File: src/rtl/sram_arbiter.sv
// sram_arbiter: two-port arbiter onto a slow strobed byte RAM; `define SRAM_ARB_RR_EN for round-robin ties.
module sram_arbiter #(
  parameter int ACCESS_CYCLES  = 32,
  parameter int GAP_CYCLES     = 3,
  parameter int STARTUP_CYCLES = 10240
) (
  input  logic        clk_sdram,
  input  logic        init,
  input  logic        p0_req,
  input  logic        p0_we,
  input  logic [24:0] p0_addr,
  input  logic [7:0]  p0_din,
  output logic        p0_ack,
  output logic [7:0]  p0_dout,
  input  logic        p1_req,
  input  logic        p1_we,
  input  logic [24:0] p1_addr,
  input  logic [7:0]  p1_din,
  output logic        p1_ack,
  output logic [7:0]  p1_dout,
  output logic [24:0] mem_addr,
  output logic [7:0]  mem_din,
  input  logic [7:0]  mem_dout,
  output logic        mem_rd,
  output logic        mem_we,
  output logic        ready
);
  typedef enum logic [2:0] {STARTUP, IDLE, ACCESS, ACK, GAP} state_t;
  localparam int MX = (STARTUP_CYCLES > ACCESS_CYCLES) ?
                      ((STARTUP_CYCLES > GAP_CYCLES) ? STARTUP_CYCLES : GAP_CYCLES) :
                      ((ACCESS_CYCLES > GAP_CYCLES) ? ACCESS_CYCLES : GAP_CYCLES);
  localparam int CW = $clog2(MX + 1);
  state_t state, state_nx;
  logic [CW-1:0] cnt, lim;
  logic cnt_last, gnt, we, pick1, grant;
  always_comb begin
    lim = (state == STARTUP) ? CW'(STARTUP_CYCLES - 1) :
          (state == ACCESS)  ? CW'(ACCESS_CYCLES - 1) : CW'(GAP_CYCLES - 1);
    cnt_last = cnt == lim;
    grant = (state == IDLE) && (p0_req || p1_req);
`ifdef SRAM_ARB_RR_EN
    // gnt doubles as the last-grant record: a tie goes to the port not served last
    pick1 = p1_req && (!p0_req || !gnt);
`else
    pick1 = p1_req && !p0_req;
`endif
    mem_rd = (state == ACCESS) && !we;
    mem_we = (state == ACCESS) && we;
    p0_ack = (state == ACK) && !gnt;
    p1_ack = (state == ACK) && gnt;
  end
  always_comb begin
    state_nx = STARTUP;
    case (state)
      STARTUP: state_nx = cnt_last ? IDLE : STARTUP;
      IDLE:    state_nx = grant ? ACCESS : IDLE;
      ACCESS:  state_nx = cnt_last ? ACK : ACCESS;
      ACK:     state_nx = GAP;
      GAP:     state_nx = cnt_last ? IDLE : GAP;
      default: state_nx = STARTUP;
    endcase
  end
  always_ff @(posedge clk_sdram) begin
    if (init) begin
      state    <= STARTUP;
      cnt      <= '0;
      ready    <= 1'b0;
      mem_addr <= '0;
      mem_din  <= '0;
      we       <= 1'b0;
      gnt      <= 1'b1;
      p0_dout  <= '0;
      p1_dout  <= '0;
    end else begin
      state <= state_nx;
      cnt   <= (state_nx != state || state == IDLE) ? '0 : cnt + 1'b1;
      if (state_nx == IDLE) ready <= 1'b1;
      if (grant) begin
        gnt      <= pick1;
        we       <= pick1 ? p1_we : p0_we;
        mem_addr <= pick1 ? p1_addr : p0_addr;
        mem_din  <= pick1 ? p1_din : p0_din;
      end
      // read data is taken on the last strobe cycle so it is valid alongside ack
      if (state == ACCESS && cnt_last && !we && !gnt) p0_dout <= mem_dout;
      if (state == ACCESS && cnt_last && !we && gnt) p1_dout <= mem_dout;
    end
  end
endmodule

File: config.mk
export PLATFORM = sky130hd
export DESIGN_NAME = sram_arbiter
export DESIGN_NICKNAME = d
export VERILOG_FILES = /design/src/rtl/sram_arbiter.sv
export SDC_FILE = /design/constraint.sdc
export NUM_CORES = 1
export LEC_CHECK = 0
export ABC_AREA = 1
export BUFFER_PORTS_ARGS = -buffer_cell sky130_fd_sc_hd__buf_2
export CAP_MARGIN = 10
export CORE_AREA = 2 2 97 71
export DETAILED_ROUTE_END_ITERATION = 6
export DIE_AREA = 0 0 99 73
export PLACE_DENSITY = 0.9
export SKIP_CTS_REPAIR_TIMING = 1
export SLEW_MARGIN = 15
export SYNTH_ARGS = -nofsm -noshare
export SYNTH_HDL_FRONTEND = slang
export SYNTH_SLANG_ARGS = --single-unit
File: constraint.sdc
create_clock -name clk_sdram -period 4.32 [get_ports clk_sdram]
set_input_delay 0.648 -clock clk_sdram [delete_from_list [all_inputs] [get_ports clk_sdram]]
set_output_delay 0.648 -clock clk_sdram [all_outputs]
set_load 0.03 [all_outputs]
==> flow_summary.toml <==
[placed_design]
gp_congestion = 0.845
dp.cells = 626
dp_hpwl_mm = 5.80
placement.io_buffers = 133

[run]
drv_cap = 0

[timing]
slew_headroom = 0.374
fmax_mhz = 462
worst_pin_slew_ps = 933
rsz0062_at_grt = "false"
finalClockSkew_ps = 9.14
period_needed_ps = 2170
drv_slew = 0
tns_ps = 0
hold_viol_final = 0
worst_hold_slack_ps = 454
period_share = 0.501
setup_viol = 0

[floorplan]
die_w_um = 99
core_um2 = 6410
num_io_pins = 134
fp-row-count = 25
die-area_um2 = 7230
start_util = 0.484
die_h_um = 73

[power_and_ir_drop]
p_seq_frac = 0.488
sw_frac_of_total = 0.225
p_leak_nw = 2.01
switching_power_w = 0.000296
p_int_w = 0.00102
comb_power_share = 0.062
p_per_area_nw_per_um2 = 329
clockPowerShare = 0.451
vdd_drop_max_mv = 0.163

[detailed_routing]
drc_errors = 0
drt_wl_total_mm = 8.01
viasPerCell = 5.01
post_drt_wl_per_cell_um = 12.5
vias = 3219
drtAntennaViolNets = 0
drt-initial-drc-count = 139
first_pass_iters = 4

[min_path]
hold_path_class = "flip-flop to flip-flop"

[layout]
instances_no_fill = 642
drive_gt1_frac = 0.299
syn_to_final_growth_pct = 28.8
regArea_um2 = 1380
fillers = 581
num_antenna_cells = 0
multiInputGateArea_um2 = 1450
final_core_util = 0.623
finish.net_count = 637

[synth]
syn_area_per_cell_um2 = 7.20
yosysUniqueCellTypes = 29
yosysTopAreaCell = "dfxtp_1"
synth_nets = 512
netlist.area_leader.share = 0.445
synth_edf_count = 0
syn_area_um2 = 3100
synth_area_leaders = "dfxtp_1 45%, nand2_1 15%, nor2_1 7.7%"
ys_ff_latch = 69
seq_area_frac_synth = 0.445
async_reset_ff_frac = 0
ys.flop_type = "dfxtp_1"
postSynthCellCount = 431
ys_warn_count = 0

[clocking]
clkSlewWorstSetupHoldPaths_ps = 70
cts_sinks = 69
cts_root_buf = "clkbuf_8"
cts_buffers = 9
cts_tree = "done"
clock_path_buffers = 2
clk-insertion-delay-late_ps = 350
htreeDepth = 3

[critical_path]
cp.arrival_ps = 1520
critPathCaptureType = "primary output"
critPathKind = "flip-flop to primary output"
r2r_setup_slack_ps = 2340
cp.required_ps = 3670
critPathMaxFanout = 6
start_kind = "flip-flop"

[global_route]
grt_max_degree = 71
antenna_found_initial = 0
grt_first_pass_wirelength_mm = 13.0
first_global_vias = 3060
track_usage = 0.224
overflow = 0

[outcome]
outcome = "completed"
placed cells by master (no fill, tap or decap), types with 4 or more instances in the layout:
master,n
dfxtp_1,69
buf_2,133
nor2_2,4
xor2_1,9
nand2_1,122
inv_1,38
a21oi_1,5
nor2_1,64
o21ai_0,36
nand3_1,7
a31oi_1,34
clkbuf_8,10
worst paths after layout:
check                              end  cells after the start                 from
max                             mem_rd                      4  state[0]$_SDFF_PP0_
min                 ready$_SDFFE_PP0N_                      2   ready$_SDFFE_PP0N_
max reg2reg  mem_addr[13]$_SDFFE_PP0P_                      7  state[2]$_SDFF_PP0_
min reg2reg         ready$_SDFFE_PP0N_                      2   ready$_SDFFE_PP0N_
power groups by stage:
stage | clock network (W) | registers [W] | logic [W]
final | 0.000592 | 0.000641 | 0.0000810
after global routing | 0.000627 | 0.000641 | 0.0000921
after CTS | 0.000601 | 0.000641 | 0.0000812
after detailed placement | 0 | 0.000656 | 0.0000810
after global placement | 0 | 0.000655 | 0.0000791
after floorplan | 0 | 0.000655 | 0.0000373
routing by layer:
layer	vias up	routed length [µm]	track usage	part of all wire
li1	1627	-	-	-
met1	1444	3260	0.237	0.41
met2	125	3890	0.406	0.48
met3	23	682	0.0910	0.085
met4	0	184	0.0852	0.023
met5	-	0	0	0
cells by family after synthesis:
| kind of cell | count (synthesis) | synth area share |
|---|---|---|
| AO/OA/AOI/OAI | 78 | 0.146 |
| XOR/XNOR | 11 | 0.0311 |
| buffers and inverters | 63 | 0.0871 |
| flip-flops | 69 | 0.445 |
| AND/OR/NAND/NOR | 209 | 0.286 |
| adder cells (fa/ha/maj) | 1 | 0.00403 |
critical path, stage by stage, from the launching register on:
cell	delay, ps
dfxtp_1	350
nor2_4	180
nand2_1	100
nor2_2	280
buf_2	270
synthesized netlist by cell type, types with 3 or more instances:
library cell / instances
a31oi_1: 34
clkbuf_1: 13
nand2_1: 122
xor2_1: 9
dfxtp_1: 69
buf_2: 4
nor2_2: 4
inv_1: 38
nor2_1: 64
nand3_2: 3
o21ai_0: 36
nand3_1: 7
a21oi_1: 5
inv_2: 3
state kept, by name, indices dropped and copies added (netlist names):
register	count
we	1
p1_dout	8
mem_addr	25
gnt	1
mem_din	8
ready	1
cnt	14
p0_dout	8
state	3
per-stage QoR:
| step | setup slack, ps | instance area (µm²) | power (W) |
|---|---|---|---|
| final | 2150 | 4000 | 0.00131 |
| after floorplan | 2650 | 3100 | 0.000692 |
| after global placement | 2000 | 3770 | 0.000735 |
| after global routing | 2090 | 4000 | 0.00136 |
| after CTS | 2140 | 4000 | 0.00132 |
| after detailed placement | 1920 | 3770 | 0.000737 |
cell type report:
class | count | share of cell area
Multi-Input combinational cell | 299 | 0.363
Clock inverter | 5 | 0.0210
Sequential cell | 69 | 0.346
Inverter | 42 | 0.0394
Timing Repair Buffer | 135 | 0.170
Clock buffer | 11 | 0.0354
Tap cell | 81 | 0.0254
Note: power is estimated with default switching activity, not from simulation.
